File: src/rtl/video_pixel_tracker_if.sv
// Stream bundle for video_pixel_tracker: Avalon-ST video sink side plus the
// registered per-pixel output side consumed by the filter stages.
// slave  : the tracker (consumes sink_*, produces out_*)
// master : the environment (produces sink_*, consumes out_*)
interface video_pixel_tracker_if;
   logic [23:0] sink_data;
   logic        sink_valid;
   logic        sink_sop;
   logic        sink_eop;
   logic        sink_ready;

   logic        out_valid;
   logic        out_ready;
   logic        out_sop;
   logic        out_eop;
   logic [7:0]  out_r;
   logic [7:0]  out_g;
   logic [7:0]  out_b;
   logic [10:0] out_x;
   logic [10:0] out_y;
   logic        out_packet_video;

   modport slave (
      input  sink_data, sink_valid, sink_sop, sink_eop, out_ready,
      output sink_ready, out_valid, out_sop, out_eop, out_r, out_g, out_b,
             out_x, out_y, out_packet_video
   );

   modport master (
      output sink_data, sink_valid, sink_sop, sink_eop, out_ready,
      input  sink_ready, out_valid, out_sop, out_eop, out_r, out_g, out_b,
             out_x, out_y, out_packet_video
   );
endinterface

File: src/rtl/video_pixel_tracker.sv
// video_pixel_tracker: parses Avalon-ST video packets, tags each forwarded
// beat with packet-video flag and (x, y), counts frames, flags malformed ones.
// One registered output stage with backpressure; every beat passes through.
// Optional feature: define CTRL_PARSE_EN to decode width/height from CTRL
// packets (type 0xF); otherwise active W/H are fixed at IMAGE_W/IMAGE_H.
//
// state | meaning
// IDLE  | between packets, waiting for SOP
// VIDEO | inside a type-0 packet, pixels carry coordinates
// CTRL  | inside a type-0xF control packet
// SKIP  | inside any other packet type, forwarded untouched
module video_pixel_tracker #(
   parameter int IMAGE_W = 640,
   parameter int IMAGE_H = 480,
   parameter int CNT_W   = 16
) (
   input  logic                 clk,
   input  logic                 rst,
   video_pixel_tracker_if.slave bus,
   output logic [CNT_W-1:0]     frame_count,
   output logic                 frame_err
);

   localparam logic [1:0] IDLE  = 2'd0;
   localparam logic [1:0] VIDEO = 2'd1;
   localparam logic [1:0] CTRL  = 2'd2;
   localparam logic [1:0] SKIP  = 2'd3;

   localparam logic [10:0] IMG_W = 11'(IMAGE_W);
   localparam logic [10:0] IMG_H = 11'(IMAGE_H);

   logic [1:0]  state, nxt_state;
   logic [10:0] x, y, nxt_x, nxt_y;
   logic        done, nxt_done;
   logic [10:0] o_x, o_y;
   logic        o_pv;
   logic        set_err, inc_frame;
   logic [10:0] act_w, act_h;
   logic [10:0] w_m1, h_m1;
   logic [3:0]  sop_type;
   logic        accept;

   assign bus.sink_ready = ~bus.out_valid | bus.out_ready;
   assign accept         = bus.sink_valid & bus.sink_ready;
   assign sop_type       = bus.sink_data[3:0];
   assign w_m1           = act_w - 11'd1;
   assign h_m1           = act_h - 11'd1;

`ifdef CTRL_PARSE_EN
   logic [1:0]  ctrl_beat;
   logic [15:0] ctrl_w;
   logic [7:0]  ctrl_h_hi;
   logic [15:0] full_h;
   logic [10:0] stg_w, stg_h;

   assign full_h = {ctrl_h_hi, bus.sink_data[19:16], bus.sink_data[11:8]};

   // Collect CTRL nibbles, stage legal sizes, apply them at the next VIDEO SOP.
   always_ff @(posedge clk or posedge rst) begin
      if (rst) begin
         ctrl_beat <= 2'd0;
         ctrl_w    <= 16'd0;
         ctrl_h_hi <= 8'd0;
         stg_w     <= IMG_W;
         stg_h     <= IMG_H;
         act_w     <= IMG_W;
         act_h     <= IMG_H;
      end else if (accept) begin
         if (bus.sink_sop) begin
            ctrl_beat <= 2'd0;
            if (sop_type == 4'h0) begin
               act_w <= stg_w;
               act_h <= stg_h;
            end
         end else if (state == CTRL) begin
            case (ctrl_beat)
               2'd0: begin
                  ctrl_w[15:4] <= {bus.sink_data[19:16], bus.sink_data[11:8],
                                   bus.sink_data[3:0]};
                  ctrl_beat    <= 2'd1;
               end
               2'd1: begin
                  ctrl_w[3:0] <= bus.sink_data[19:16];
                  ctrl_h_hi   <= {bus.sink_data[11:8], bus.sink_data[3:0]};
                  ctrl_beat   <= 2'd2;
               end
               2'd2: begin
                  if (ctrl_w != 16'd0 && ctrl_w <= 16'd2047) stg_w <= ctrl_w[10:0];
                  if (full_h != 16'd0 && full_h <= 16'd2047) stg_h <= full_h[10:0];
                  ctrl_beat <= 2'd3;
               end
               default: ctrl_beat <= 2'd3;
            endcase
         end
      end
   end
`else
   assign act_w = IMG_W;
   assign act_h = IMG_H;
`endif

   // Next-state, coordinate and status decisions for the beat being accepted.
   always_comb begin
      nxt_state = state;
      nxt_x     = x;
      nxt_y     = y;
      nxt_done  = done;
      o_x       = 11'd0;
      o_y       = 11'd0;
      o_pv      = 1'b0;
      set_err   = 1'b0;
      inc_frame = 1'b0;
      if (bus.sink_sop) begin
         // A SOP always restarts parsing; one inside a packet means truncation.
         if (state != IDLE) set_err = 1'b1;
         nxt_x    = 11'd0;
         nxt_y    = 11'd0;
         nxt_done = 1'b0;
         o_pv     = (sop_type == 4'h0);
         if (bus.sink_eop) begin
            nxt_state = IDLE;
            if (sop_type == 4'h0) begin
               inc_frame = 1'b1;
               set_err   = 1'b1;
            end
         end else if (sop_type == 4'h0) begin
            nxt_state = VIDEO;
         end else if (sop_type == 4'hF) begin
            nxt_state = CTRL;
         end else begin
            nxt_state = SKIP;
         end
      end else begin
         case (state)
            VIDEO: begin
               o_pv = 1'b1;
               if (done) begin
                  // Pixels beyond the frame stick at the last coordinate.
                  o_x     = w_m1;
                  o_y     = h_m1;
                  set_err = 1'b1;
               end else begin
                  o_x = x;
                  o_y = y;
                  if (x == w_m1) begin
                     if (y == h_m1) begin
                        nxt_done = 1'b1;
                     end else begin
                        nxt_x = 11'd0;
                        nxt_y = y + 11'd1;
                     end
                  end else begin
                     nxt_x = x + 11'd1;
                  end
               end
               if (bus.sink_eop) begin
                  inc_frame = 1'b1;
                  nxt_state = IDLE;
                  if (!(done || (x == w_m1 && y == h_m1))) set_err = 1'b1;
                  nxt_x    = 11'd0;
                  nxt_y    = 11'd0;
                  nxt_done = 1'b0;
               end
            end
            CTRL, SKIP: begin
               if (bus.sink_eop) nxt_state = IDLE;
            end
            default: ;
         endcase
      end
   end

   // Parser state, frame counter and sticky error flag.
   always_ff @(posedge clk or posedge rst) begin
      if (rst) begin
         state       <= IDLE;
         x           <= 11'd0;
         y           <= 11'd0;
         done        <= 1'b0;
         frame_count <= '0;
         frame_err   <= 1'b0;
      end else if (accept) begin
         state <= nxt_state;
         x     <= nxt_x;
         y     <= nxt_y;
         done  <= nxt_done;
         if (inc_frame) frame_count <= frame_count + {{(CNT_W-1){1'b0}}, 1'b1};
         if (set_err)   frame_err   <= 1'b1;
      end
   end

   // Output register: load on accept, hold while stalled, drop valid when drained.
   always_ff @(posedge clk or posedge rst) begin
      if (rst) begin
         bus.out_valid        <= 1'b0;
         bus.out_sop          <= 1'b0;
         bus.out_eop          <= 1'b0;
         bus.out_r            <= 8'd0;
         bus.out_g            <= 8'd0;
         bus.out_b            <= 8'd0;
         bus.out_x            <= 11'd0;
         bus.out_y            <= 11'd0;
         bus.out_packet_video <= 1'b0;
      end else if (accept) begin
         bus.out_valid        <= 1'b1;
         bus.out_sop          <= bus.sink_sop;
         bus.out_eop          <= bus.sink_eop;
         bus.out_r            <= bus.sink_data[23:16];
         bus.out_g            <= bus.sink_data[15:8];
         bus.out_b            <= bus.sink_data[7:0];
         bus.out_x            <= o_x;
         bus.out_y            <= o_y;
         bus.out_packet_video <= o_pv;
      end else if (bus.out_ready) begin
         bus.out_valid <= 1'b0;
      end
   end

endmodule

File: src/flat_wrapper.sv
// flat-port wrapper written by rule: the top's interface ports become plain ports
module video_pixel_tracker_flat 
#(
   parameter int IMAGE_W = 640,
   parameter int IMAGE_H = 480,
   parameter int CNT_W   = 16
)
  (clk, rst, frame_count, frame_err, bus_sink_data, bus_sink_valid, bus_sink_sop, bus_sink_eop, bus_out_ready, bus_sink_ready, bus_out_valid, bus_out_sop, bus_out_eop, bus_out_r, bus_out_g, bus_out_b, bus_out_x, bus_out_y, bus_out_packet_video);
  video_pixel_tracker_if bus_i ();
  input  logic clk;
  input  logic rst;
  output logic [CNT_W-1:0] frame_count;
  output logic frame_err;
  input wire logic [$bits(bus_i.sink_data)-1:0] bus_sink_data;
  input wire logic [$bits(bus_i.sink_valid)-1:0] bus_sink_valid;
  input wire logic [$bits(bus_i.sink_sop)-1:0] bus_sink_sop;
  input wire logic [$bits(bus_i.sink_eop)-1:0] bus_sink_eop;
  input wire logic [$bits(bus_i.out_ready)-1:0] bus_out_ready;
  output wire logic [$bits(bus_i.sink_ready)-1:0] bus_sink_ready;
  output wire logic [$bits(bus_i.out_valid)-1:0] bus_out_valid;
  output wire logic [$bits(bus_i.out_sop)-1:0] bus_out_sop;
  output wire logic [$bits(bus_i.out_eop)-1:0] bus_out_eop;
  output wire logic [$bits(bus_i.out_r)-1:0] bus_out_r;
  output wire logic [$bits(bus_i.out_g)-1:0] bus_out_g;
  output wire logic [$bits(bus_i.out_b)-1:0] bus_out_b;
  output wire logic [$bits(bus_i.out_x)-1:0] bus_out_x;
  output wire logic [$bits(bus_i.out_y)-1:0] bus_out_y;
  output wire logic [$bits(bus_i.out_packet_video)-1:0] bus_out_packet_video;
  assign bus_i.sink_data = bus_sink_data;
  assign bus_i.sink_valid = bus_sink_valid;
  assign bus_i.sink_sop = bus_sink_sop;
  assign bus_i.sink_eop = bus_sink_eop;
  assign bus_i.out_ready = bus_out_ready;
  assign bus_sink_ready = bus_i.sink_ready;
  assign bus_out_valid = bus_i.out_valid;
  assign bus_out_sop = bus_i.out_sop;
  assign bus_out_eop = bus_i.out_eop;
  assign bus_out_r = bus_i.out_r;
  assign bus_out_g = bus_i.out_g;
  assign bus_out_b = bus_i.out_b;
  assign bus_out_x = bus_i.out_x;
  assign bus_out_y = bus_i.out_y;
  assign bus_out_packet_video = bus_i.out_packet_video;
  video_pixel_tracker #(.IMAGE_W(IMAGE_W), .IMAGE_H(IMAGE_H), .CNT_W(CNT_W)) u_core (.clk(clk), .rst(rst), .bus(bus_i), .frame_count(frame_count), .frame_err(frame_err));
endmodule
File: config.mk
export PLATFORM = sky130hd
export DESIGN_NAME = video_pixel_tracker_flat
export DESIGN_NICKNAME = d
export VERILOG_FILES = /design/src/rtl/video_pixel_tracker_if.sv /design/src/rtl/video_pixel_tracker.sv /design/src/flat_wrapper.sv
export SDC_FILE = /design/constraint.sdc
export NUM_CORES = 1
export LEC_CHECK = 0
export CORE_MARGIN = 5
export CORE_UTILIZATION = 31
export CTS_CLUSTER_DIAMETER = 50
export CTS_CLUSTER_SIZE = 24
export DETAILED_ROUTE_END_ITERATION = 10
export PLACE_DENSITY_LB_ADDON = 0.2
export SETUP_SLACK_MARGIN = 0.4
export SYNTH_ARGS = -nofsm -noshare
export SYNTH_HDL_FRONTEND = slang
export SYNTH_SLANG_ARGS = --single-unit
File: constraint.sdc
create_clock -name clk -period 3.11 [get_ports clk]
set_input_delay 0.622 -clock clk [delete_from_list [all_inputs] [get_ports clk]]
set_output_delay 0.622 -clock clk [all_outputs]
set_load 0.02 [all_outputs]
Word-level counts from Yosys, hierarchy flattened
Index checks and enable logic that the tools add are counted.
W data, S select, Z words.
{"block": "totals", "in_bits": 30, "output_inout_bits": 68, "reg_bits": 92}
{"block": "op_classes", "reduce_logical": 16, "mux": 47, "n_bitwise": 3, "addsub": 3, "eq_ne": 9}
{"operator": "$mux W11", "n": 18}
{"operator": "$mux W1", "n": 24}
{"operator": "$add A11 B1 Y11 const B", "n": 2}
{"operator": "$add A16 B1 Y16 const B", "n": 1}
{"operator": "$eq A11 B10 Y1 const B", "n": 1}
{"operator": "$eq A11 B9 Y1 const B", "n": 1}
{"operator": "$mux W2", "n": 5}
{"operator": "$reduce_bool A2 Y1", "n": 5}
{"operator": "$ne A3 B3 Y1 const B", "n": 2}
{"operator": "$reduce_and A2 Y1", "n": 3}
{"operator": "$reduce_and A5 Y1", "n": 1}
{"operator": "$eq A2 B2 Y1 const B", "n": 2}
{"operator": "$eq A4 B4 Y1 const B", "n": 1}
{"operator": "$logic_not A4 Y1", "n": 1}
{"operator": "$ne A4 B4 Y1 const B", "n": 1}
{"operator": "$reduce_and A4 Y1", "n": 1}
{"operator": "$reduce_and A3 Y1", "n": 1}
{"operator": "$reduce_bool A3 Y1", "n": 1}
{"operator": "$reduce_or A3 Y1", "n": 1}
{"operator": "$eq A2 B1 Y1 const B", "n": 1}
{"operator": "$and A1 B1 Y1", "n": 1}
{"operator": "$logic_and A1 B1 Y1", "n": 1}
{"operator": "$logic_or A1 B1 Y1", "n": 1}
{"operator": "$not A1 Y1", "n": 1}
{"operator": "$or A1 B1 Y1", "n": 1}

Logic depth before layout (Yosys ltp)
Gate-level depths: netlist of run 1.
{"block": "depth", "depth_word": 8, "ltp_mapped": 8, "depth_no_buf": 6}

Worst setup path after synthesis of run 1
Ideal clock, no wire load.
{"block": "synth_timing", "path_type": "input to register", "start": "input bus_out_ready", "end": "register u_core.x[6]", "required_ns": 3.000, "setup_ns": 0.110, "arrival_time_ns": 2.101, "path_slack_ns": 0.899, "n_path_buf": 2, "stages": 7, "path_cell_list": "nand2b_1 > clkbuf_1 > o2111ai_1 > a21o_2 > buf_4 > or2_2 > o41ai_1"}
{"block": "synth_between", "elab_chain_len": 3}
{"element": "start: declaration", "line": "flat_wrapper.sv:18", "rtl": "input wire logic [$bits(bus_i.out_ready)-1:0] bus_out_ready;"}
{"element": "$or A1 B1 Y1", "line": "video_pixel_tracker.sv:43", "rtl": "assign bus.sink_ready = ~bus.out_valid | bus.out_ready;"}
{"element": "named net bus_sink_ready", "line": "flat_wrapper.sv:19", "rtl": "output wire logic [$bits(bus_i.sink_ready)-1:0] bus_sink_ready;"}
{"element": "$and A1 B1 Y1", "line": "video_pixel_tracker.sv:44", "rtl": "assign accept = bus.sink_valid & bus.sink_ready;"}
{"element": "$reduce_and A4 Y1 (no line)"}
{"element": "end signal: assignment", "line": "video_pixel_tracker.sv:184", "rtl": "x <= nxt_x;"}
{"element": "end: declaration", "line": "video_pixel_tracker.sv:33", "rtl": "logic [10:0] x, y, nxt_x, nxt_y;"}
The timed path passes the listed nets, and every way through them passes these cells.
A chain may end at the register's enable or synchronous reset.

Final worst setup path of run 1
{"block": "layout_timing", "start": "input bus_out_ready", "end": "output bus_sink_ready"}
{"block": "layout_between", "elab_chain_len": 1}
{"element": "$or A1 B1 Y1", "line": "video_pixel_tracker.sv:43"}
{"element": "end: declaration", "line": "flat_wrapper.sv:19"}
Every way passes these cells.

==> out/results.txt, run 1 <==
The switching power share of the total is 28.3%. The first global-routing pass estimated 17500 um of wire. The tools report the clock tree root driver cell as sky130_fd_sc_hd__clkbuf_16. STA classifies the critical path startpoint as a primary input. Dividing the synthesized area by the synthesized cell count gives 9.82 um^2. Summed over all layers, the global routing overflow is 0. The tools report the nature of the critical path endpoint as a primary output. TritonCTS built the clock tree. Dividing the detail-routed wire length by the instance count gives 14.9 um. Of the total synthesized cell area, the portion taken by full adders, half adders and majority gates is 0.908%.

The run gives 2 as the buffer levels on the longest clock path. In this run the worst setup path begins at bus_out_ready. Pin placement for this block handled 98 I/O pins. After the last flow step, the layout net total stands at 552. The number of sinks driven by the clock tree is 92, and the proportion of layout cells with a drive suffix above 1 is 8.22%. The relative contribution of sequential cells to total power was 46.9%; the post-synthesis xor/xnor area fraction was 3.18%.

The flow ran to the end, and the final reports show no timing, DRC or antenna violations. The dominant combinational cell family by area after synthesis was simple AND/OR/NAND/NOR gates. The worst pin sits at a relative slew slack of 54.0%.

Yosys mapped a number of flops with a built-in enable equal to 0. In this run, post-CTS repair resized a total of 0 instances. The tools report the top achievable clock speed as 378 MHz. Number of violations reported at the end of detailed-routing iteration 0: 260. The tightest min-delay check is of the reg -> reg type.

Clock tree synthesis inserted a total of 9 buffers. IR analysis of the VDD net gives a maximum drop of 0.254 mV. Fill cells in the final layout number 1260. The warning count from the yosys run was 0; the post-synthesis sequential area ratio was 55.7%.

The sum of routed wire length over all layers is 10400 um. The share of total power in the clock network is 33.4%, and the share of total power in combinational logic is 19.7%. The repair_antennas step left the layout with diodes totalling 0. Using the TritonRoute via totals, the vias-per-cell ratio works out to 4.79. At the end of the flow the core is filled with cells to 42.6%. The clock arrives with 0.00705 ns of skew. At the worst endpoint, the required time is 2.49 ns.

The tools report the half-perimeter wire length after detailed placement as 7490 um. The logs give 421 for the post-synthesis cell count and 0 for the hold-fix buffer count after cts. For the aggregate negative setup slack, the log shows 0 ns.

For the worst-skew pair, the clock arrives at the later sink with an insertion delay of 0.34 ns. The max-slew violation count was 0. The number of hold violations in the final report is 0. In this run the power spent charging and discharging nets is 852 uW. The simple logic cell fraction of the synthesized area is 23.2%, and the largest net degree at the start of global routing is 49. The time the final worst path needs with I/O delays and setup came out at 2.64 ns. For the total setup violations reported at the end of the flow, the log shows 0.

In this run the horizontal extent of the chip is 125 um. The flop and latch count out of synthesis was 92; the data arrival time of the worst path was 2.02 ns. Post-CTS timing repair inserted 0 buffers for setup.

Count of buffers inserted at the top-level ports: 97. The number of global-route vias before repair was 3391. The worst-margin pin slew is 0.690 ns, and the standby leakage power is 0.00241 uW. The largest driver fanout on the critical path is 7. The worst path uses 85.0% of the clock period. In the layout the commonest cells are 102 x sky130_fd_sc_hd__nand2_1, 97 x sky130_fd_sc_hd__clkdlybuf4s50_1, 92 x sky130_fd_sc_hd__dfrtp_1. For this design the ratio of total power to cell area is 538 nW/um^2. Routability-driven placement finished with a final weighted congestion of 0.763. The number of nets in the synthesized netlist is 454. The tools report the launch instance of the worst min-delay path as u_core.bus.out_g[2]. The worst register-to-register path begins at u_core.done. The library cell used most frequently in the layout, excluding fill and tap cells, is sky130_fd_sc_hd__nand2_1. The floorplan has 42 rows. The count of unique library cells instantiated by Yosys came out at 51.

Across the run, the number of max-cap violations was 0. For this run, the leading register cell type out of synthesis is sky130_fd_sc_hd__dfrtp_1. The total DRC errors in the routed layout is 0. Critical setup path kind: in -> out. The share of the synthesized area in compound gates (AO/OA/AOI/OAI) was 11.7%; the initial antenna violation count was 0. The cell area that synthesis handed to floorplanning was 4130 um^2. The proportion of synthesized area in mux cells was 1.88%. The floorplan step defined a die boundary enclosing 15700 um^2.

The routed layout has 3349 vias. Setup repair after global routing left no endpoint under its margin. The logs give 0 for the remaining number of nets flagged by the antenna check after routing and 2160 uW for the internal power of the cells. In the global route stage, overall resource usage came out at 13.5%.

The tools report the floorplan core area as 13100 um^2. The H-tree was split into 3 levels. The effective utilization at floorplan was 31.5%.

Layout-stage area growth over the synthesis result: 35.3%. Clock-pin slew was measured on the worst setup and hold paths at 0.06 ns. For this run, asynchronously set or reset flops after synthesis account for 100%. The die height is 125 um, and the first-pass iteration count of the detailed router is 4.
per-stage QoR:
stage	area [um^2]	instances	total power (uW)	setup slack, ns	hold slack, ns
final	5590	699	3010	0.466	0.478
after global routing	5590	699	3170	0.403	0.495
after detailed placement	5320	684	2040	0.217	0.465
after global placement	5320	684	2020	0.268	0.455
after CTS	5590	699	3060	0.472	0.481
after floorplan	4140	421	1720	0.899	0.469
logic make-up (layout without fill, tap and decap cells):
logic type | Yosys count | count (layout)
buffers and inverters | 29 | 131
AOI/OAI and AO/OA | 72 | 72
adders and majority gates | 3 | 3
muxes | 7 | 7
DFF | 92 | 92
and+or+nand+nor | 203 | 203
xor gates and xnor gates | 15 | 15
registers in the layout (all words and copies together) (netlist names):
signal / cells
u_core.frame_count: 16
u_core.bus.out_x: 11
u_core.bus.out_y: 11
u_core.x: 11
u_core.y: 11
u_core.bus.out_b: 8
u_core.bus.out_g: 8
u_core.bus.out_r: 8
u_core.state: 2
u_core.bus.out_eop: 1
u_core.bus.out_packet_video: 1
u_core.bus.out_sop: 1
u_core.bus.out_valid: 1
u_core.done: 1
u_core.frame_err: 1
power by group through the flow:
stage | logic, uW | clock network [uW] | registers (uW)
6_report | 593 | 1010 | 1410
5_1_grt | 648 | 1100 | 1430
4_1_cts | 606 | 1040 | 1410
3_5_place_dp | 603 | 0 | 1430
3_3_place_gp | 595 | 0 | 1430
2_1_floorplan | 215 | 0 | 1510
critical path: stages:
cell                              delay, ns
sky130_fd_sc_hd__clkdlybuf4s50_1       0.45
sky130_fd_sc_hd__nand2b_1              0.28
sky130_fd_sc_hd__clkdlybuf4s50_1       0.67
final timing paths:
kind / slack (ns) / to / cells after the start
worst max register to register: 0.87 / u_core.x[6] / 6
max in group asynchronous: 1.81 / u_core.bus.out_y[7] / 3
worst min register to register: 0.48 / u_core.bus.out_g[2] / 2
worst max-delay path: 0.47 / bus_sink_ready / 3
min in group asynchronous: 0.62 / u_core.bus.out_valid / 2
worst min-delay path: 0.48 / u_core.bus.out_g[2] / 2
Yosys cell counts, drive strengths merged, types with 2 or more instances:
cell type	number	share of area [%]
nand2	103	9.4
dfrtp	92	56
o21ai	34	4.1
nor2	30	2.7
nand3	14	1.7
clkbuf	12	1.1
nand4	12	1.8
xnor2	12	2.5
inv	9	0.82
nor3	9	1.3
buf	8	1.5
nand2b	7	1.1
o31ai	7	1.6
a22o	6	1.3
mux2	6	1.6
or3	6	0.94
o211ai	5	0.91
o21a	4	0.73
a21oi	3	0.36
a31oi	3	0.45
and2	3	0.45
and3	3	0.45
ha	3	0.91
nor4	3	0.82
o41ai	3	0.82
or4	3	0.54
xor2	3	0.64
a21o	2	0.39
and4	2	0.42
nor2b	2	0.30
o2111ai	2	0.42
or2	2	0.30
per-layer routing:
layer	share of wire, %	global-route usage [%]	routed length, um	up-vias
met4	1.6	4.34	164	0
li1	-	-	-	1647
met1	48	18.5	4960	1603
met3	4.8	3.50	497	17
met5	0	0	0	-
met2	46	21.0	4810	82
area by class of cell:
type	count	area (um^2)	share of cell area [%]
Inverter	9	37.5	0.671
Sequential cell	92	2300	41.2
Clock inverter	2	10.0	0.179
Clock buffer	13	260	4.65
Tap cell	176	220	3.94
Multi-Input combinational cell	300	1690	30.2
Timing Repair Buffer	107	1070	19.1
No activity file was read; power rests on OpenSTA's default activity.
==> run 2, diff against run 1 <==
--- a/config.mk
+++ b/config.mk
@@ -5,10 +5,12 @@
 export SDC_FILE = /design/constraint.sdc
 export NUM_CORES = 1
 export LEC_CHECK = 0
+export CELL_PAD_IN_SITES_DETAIL_PLACEMENT = 1
+export CELL_PAD_IN_SITES_GLOBAL_PLACEMENT = 1
 export CORE_MARGIN = 5
 export CORE_UTILIZATION = 31
 export CTS_CLUSTER_DIAMETER = 50
-export CTS_CLUSTER_SIZE = 24
+export CTS_CLUSTER_SIZE = 40
 export DETAILED_ROUTE_END_ITERATION = 10
 export PLACE_DENSITY_LB_ADDON = 0.2
 export SETUP_SLACK_MARGIN = 0.4
==> constraint.sdc (replaced) <==
create_clock -name clk -period 3.11 [get_ports clk]
set_input_delay 0.4665 -clock clk [delete_from_list [all_inputs] [get_ports clk]]
set_output_delay 0.4665 -clock clk [all_outputs]
set_load 0.02 [all_outputs]
==> out/results.txt, run 2 (synthesis gave the netlist of run 1 again) <==
Before antenna repair, the detailed router went through 4 iterations. The category of the worst setup path launch point was a register. For the pin with the worst max-slew slack, the measured transition is 0.674 ns. During I/O placement, the number of pins put on the boundary was 98. After layout, the worst setup slack is 0.620 ns. The area growth from synthesis to layout is 36.7%. The floorplan die area is 15700 um^2. The logs give 0.00243 uW for the standby leakage power and 402 MHz for the top achievable clock speed. The count of buffers inserted at the top-level ports works out to 97. After the flow finishes, the layout carries non-filler instances totaling 700.

The worst hold-check slack was 0.477 ns. The number of flip-flops in the largest register is 16, and the H-tree depth is 3. The path class of the tightest hold or removal check is reg -> reg. After clock tree synthesis, the clock-pin slew on the worst setup and hold paths is 0.07 ns. Across all layers, the routed design uses 3467 vias.

The signal on the critical path passes through ha_1, nand4_1, o31ai_4, nand3_1, or4_1, nand2_1. Initial antenna violation count: 0. The proportion of layout cells with a drive suffix above 1 was 8.59%; the average wire length per cell after detail routing was 16.6 um. Headroom to the max-slew limit came out at 55.1%. For the worst setup path, the data required time is 3.39 ns. The final layout contains 552 nets.

Once the clock tree was built, the resizer swapped 0 gates to a different size. The total power after layout is 3270 uW, and the post-CTS setup-driven buffer insertion count is 0. At the placement stage, the worst setup path has a slack of 0.360 ns. TritonCTS built the clock tree. The buffer levels on the longest clock path was 2.

TritonCTS created 9 clock buffers. For this design, the CTS-stage hold fixing added 0 buffers. The first global-routing pass estimated 19500 um of wire. Once placement completed, the tool counted placed cells totaling 684. Leaving out fill and tap cells, the most frequent cells in the layout are 102 x sky130_fd_sc_hd__nand2_1, 97 x sky130_fd_sc_hd__clkdlybuf4s50_1, 92 x sky130_fd_sc_hd__dfrtp_1. The die extent in x was 125 um; the number of global-route vias before repair was 3648. In this run the remaining antenna-violating nets after routing total 0.

Entering global routing, the biggest net connects 93 pins. Clock latency on the worst-skew pair, taken at its later pin, is 0.34 ns. Between clock sinks in the finished design, the worst skew comes to 0.00700 ns. Adding up every negative setup slack in the final design gives 0 ns.

The tree is rooted in a sky130_fd_sc_hd__clkbuf_16. After detailed routing, the number of vias per cell comes to 4.95. The floorplan has 42 rows. The time the final worst path needs with I/O delays and setup was 2.49 ns; the number of fill cells in the layout was 1480. The flow ran to the end, and the final reports show no timing, DRC or antenna violations. The region available for standard cell placement spans 13100 um^2. The share of the clock period used by the worst path after layout came out at 80.1%. For this design the ratio of total power to cell area is 579 nW/um^2. The most common cell after layout, fill and taps aside was sky130_fd_sc_hd__nand2_1. At the worst endpoint, the arrival time is 2.77 ns. In this run the worst path has a maximum fanout of 15.

The total setup violations reported at the end of the flow is 0, and the total DRC errors in the routed layout is 0. The wire-length estimate of the detail-placed layout is 8180 um. For this run, the slowest stage of the critical path takes 0.70 ns. The number of violations of the max-capacitance limit is 0, and the number of antenna repair diodes is 0.

The global route total overflow was 0; the effective utilization at floorplan was 31.5%. The detailed router finished its first iteration with 182 violations. The floorplan step set the die height to 125 um. The run gives 0 as the number of hold violations in the final report.

The run gives 0 as the max-slew violation count. Cell type of the slowest stage on the worst timing path: sky130_fd_sc_hd__o31ai_4. For the final weighted congestion in routability-driven placement, the log shows 0.761. The register with the most flip-flops was u_core.frame_count. The sum of routed wire length over all layers was 11600 um; the overall routing resource usage was 15.2%.

For this design, the sink count on the clock tree is 92. The worst setup path is captured at a register. IR analysis of the VDD net gives a maximum drop of 0.207 mV. Setup repair after global routing left no endpoint under its margin. The critical setup path kind was reg -> reg.
run 2: changes by cell type in the layout (fill, tap and decap cells not counted), sizes merged:
cell	change
inv	+1
clkinvlp	+1
bufinv	+3
clkinv	-1
clkbuf	-3
run 2: area by class of cell:
| class | count | area (um^2) | share of cell area, % |
|---|---|---|---|
| timing repair buffer | 107 | 1060 | 18.7 |
| tap | 176 | 220 | 3.90 |
| inverter | 9 | 37.5 | 0.664 |
| multi-input combinational | 300 | 1690 | 29.9 |
| clock inverter | 6 | 111 | 1.97 |
| clock buffer | 10 | 229 | 4.05 |
| sequential | 92 | 2300 | 40.7 |
run 2: worst max-delay path, delay by kind of cell (launching register included):
kind | cells | cell delay, ns
adder cells (fa/ha/maj) | 1 | 0.26
AND/OR/NAND/NOR | 4 | 1.06
AO/OA/AOI/OAI | 1 | 0.70
flip-flops | 1 | 0.43
run 2: per-stage QoR:
step                utilization, %  instance area [um^2]
floorplan                        -                  4140
global placement              40.4                  5310
detailed placement            40.4                  5310
CTS                           43.0                  5650
global route                  43.0                  5650
finish                        43.0                  5650
run 2: worst paths after layout:
| path | startpoint | endpoint | slack, ns | cells past startpoint |
|---|---|---|---|---|
| worst min register to register | u_core.bus.out_r[6] | u_core.bus.out_r[6] | 0.48 | 2 |
| worst min-delay path | u_core.bus.out_r[6] | u_core.bus.out_r[6] | 0.48 | 2 |
| worst max register to register | u_core.x[0] | u_core.y[6] | 0.62 | 6 |
| min in group asynchronous | rst | u_core.bus.out_b[0] | 0.60 | 3 |
| max in group asynchronous | rst | u_core.bus.out_y[3] | 2.10 | 3 |
| worst max-delay path | u_core.x[0] | u_core.y[6] | 0.62 | 6 |
run 2: layer usage:
layer	vias to the layer above	share of wire, %	track usage [%]	wire length (um)
met1	1732	48	20.3	5550
met4	0	1.6	5.36	183
met2	76	47	24.5	5440
met3	11	3.9	2.90	450
li1	1648	-	-	-
met5	-	0	0	0
run 2: report_power, final:
group	total (uW)	switching, uW	internal, uW
Combinational	619	343	276
Sequential	1390	91.3	1300
Clock	1260	470	787
Total	3270	904	2370
==> run 3, diff against run 2 <==
==> constraint.sdc (replaced) <==
create_clock -name clk -period 2.05 [get_ports clk]
set_input_delay 0.3075 -clock clk [delete_from_list [all_inputs] [get_ports clk]]
set_output_delay 0.3075 -clock clk [all_outputs]
set_load 0.02 [all_outputs]
==> out/results.txt, run 3 (synthesis gave the netlist of run 1 again) <==
In this run the worst hold path is classified as in -> async. The critical path in this run is classified as reg -> reg. The power density relative to cell area works out to 753 nW/um^2. The repair_antennas step left the layout with diodes totalling 0.

The clock tree root driver cell is sky130_fd_sc_hd__clkbuf_16. The worst-margin pin slew works out to 0.422 ns. Headroom to the max-slew limit came out at 71.8%.

Among all stages on the critical path, the largest delay is contributed by sky130_fd_sc_hd__or4b_4. The number of fill cells in the layout is 1476. TritonCTS built the clock tree. The run gives 0 as the initial antenna violation count. The detail route stage leaves a number of antenna-violating nets equal to 0. Global routing consumed, over all layers together, 16.0% of the routing resources. The register with the most flip-flops is u_core.frame_count.

After layout, the worst path uses 100% of the clock period. The design draws 4730 uW. Before antenna repair, the detailed router went through 4 iterations. The time the final worst path needs with I/O delays and setup came out at 2.06 ns. Most common cell after layout, fill and taps aside: sky130_fd_sc_hd__nand2_1. Of all nets on the critical path, the largest fanout is 9. The run gives 0 as the total DRC errors in the routed layout.

For this run, the top clock speed supported by timing is 486 MHz. In the final design database the tool counted 603 nets. The die is 125 um tall. For the number of violations of the max-capacitance limit, the log shows 0.

Summed over all failing endpoints, the final setup total negative slack is -0.0148 ns. The largest net degree at the start of global routing is 46, and the data required time at the worst endpoint is 2.33 ns. Pin placement for this block handled 98 I/O pins.

Setup repair after global routing could not meet its margin everywhere. The max-slew violation count was 0. For the total setup violations reported at the end of the flow, the log shows 2.

The count of buffers inserted at the top-level ports is 97. The nature of the critical path endpoint is a register. For the final worst clock skew, the log shows 0.00771 ns. Relative to the synthesized area, the layout overhead comes to 52.1%.

The sum of routed wire length over all layers is 12600 um. The logs give 133 for the number of violations reported at the end of detailed-routing iteration 0 and 2.34 ns for the data arrival time of the worst path. The average wire length per cell after detail routing was 16.8 um; the least setup slack across all paths after layout was -0.00932 ns. The checks that failed: negative setup slack.

IR analysis of the VDD net gives a maximum drop of 0.372 mV. Dividing the detail-routed via count by the number of cells gives 4.91. The final route contains 3686 vias.

The initial utilization of the core area, before any placement, comes to 31.5%. The floorplan step set the die width to 125 um. For this run the aggregate overflow at the end of global routing stands at 0. For the number of global-route vias before repair, the log shows 3985. The floorplan die area is 15700 um^2, and the clock latency reported for the late side of the worst-skew pair is 0.34 ns. The row count came out at 42. No sink is reached through more buffers than the 2 on the longest clock path. Floorplan core area: 13100 um^2. The H-tree depth is 3, and the proportion of layout cells with a drive suffix above 1 is 22.1%.

Clock tree synthesis inserted a total of 9 buffers. In the layout the commonest cells are 102 x sky130_fd_sc_hd__nand2_1, 91 x sky130_fd_sc_hd__dfrtp_1, 48 x sky130_fd_sc_hd__clkdlybuf4s50_1. At the end of routability-driven placement, the weighted congestion stood at 0.782. The worst setup path is launched from a register. Traced cell by cell, the critical path runs through or4b_4, o31ai_4, buf_12, nand3_2, or4_1, nand2_1. Summed over all cells, the static leakage comes to 0.00315 uW. The run gives 9090 um as the half-perimeter wire length after detailed placement. The run finished, with violations left. In this run, post-CTS hold repair placed 0 buffers. The number of flip-flops in the largest register was 16; the clock-pin slew of the registers on the worst-case setup and hold paths was 0.07 ns. On the worst path, the slowest cell contributes a delay of 0.58 ns.

The logs give 92 for the number of sinks driven by the clock tree and 0 for the number of hold violations in the final report. The first global-routing pass estimated 20400 um of wire.
==> run 3: cell types whose count changed in the layout (fill, tap and decap cells not counted), sizes merged, moves of 3 or more <==
cell and change:
clkdlybuf4s50 -49, buf +51, dlymetal6s2s +22, bufinv -3, dlygate4sd2 +23
==> run 3: final timing paths <==
check / from / slack [ns] / end / depth (start not counted)
setup / recovery: u_core.x[7] / -0.009 / u_core.y[6] / 6
hold / removal: rst / 0.28 / u_core.bus.out_r[1] / 2
setup reg to reg: u_core.x[7] / -0.009 / u_core.y[6] / 6
hold reg to reg: u_core.frame_count[15] / 0.46 / u_core.frame_count[15] / 1
max in group asynchronous: rst / 1.25 / u_core.bus.out_valid / 3
min in group clk: bus_sink_data[3] / 0.36 / u_core.bus.out_b[3] / 3
==> run 3: area by class of cell <==
cell class              instances  area [um^2]  area share, %
inverters                       9         37.5          0.597
clock inverters                 7         51.3          0.816
well taps                     176          220           3.50
multi-input cells             300         1890           30.1
flip-flops and latches         92         2300           36.6
clock buffers                   9          225           3.58
repair buffers                158         1560           24.8
==> run 3: critical path: cells and delay by family (launching register included) <==
kind | cells | cell delay (ns)
flops | 1 | 0.40
simple gates | 4 | 1.16
buf+inv | 1 | 0.17
compound gates | 1 | 0.25
==> run 3: layer usage <==
metal	share of wire (%)	GRT usage, %	vias up	routed length [um]
met2	51	27.5	74	6370
li1	-	-	1749	-
met4	1.2	5.23	0	156
met5	0	0	-	0
met3	3.2	3.41	10	404
met1	45	20.0	1853	5680
==> run 3: repair_timing <==
item	in CTS	in global routing
setup endpoints to repair	70	83
pin swaps	5	4
gates resized for setup	54	62
gates cloned	1	2
setup buffers	4	2
==> run 3: per-stage QoR <==
step / worst slack (ns) / hold WS (ns) / instance area (um^2) / cells / util (%)
6_report: -0.00932 / 0.281 / 6290 / 751 / 47.9
5_1_grt: -0.0837 / 0.285 / 6290 / 751 / 47.9
4_1_cts: 0.0190 / 0.284 / 6040 / 747 / 46.0
3_5_place_dp: -0.268 / 0.461 / 5690 / 726 / 43.3
3_3_place_gp: -0.168 / 0.456 / 5690 / 726 / 43.3
2_1_floorplan: 0.0768 / 0.413 / 4180 / 421 / -
==> run 3: report_power, final <==
part / internal (uW) / leakage, uW / switching (uW)
combinational: 483 / 0.00181 / 583
sequential: 1970 / 0.00121 / 128
clock: 828 / 0.000132 / 738
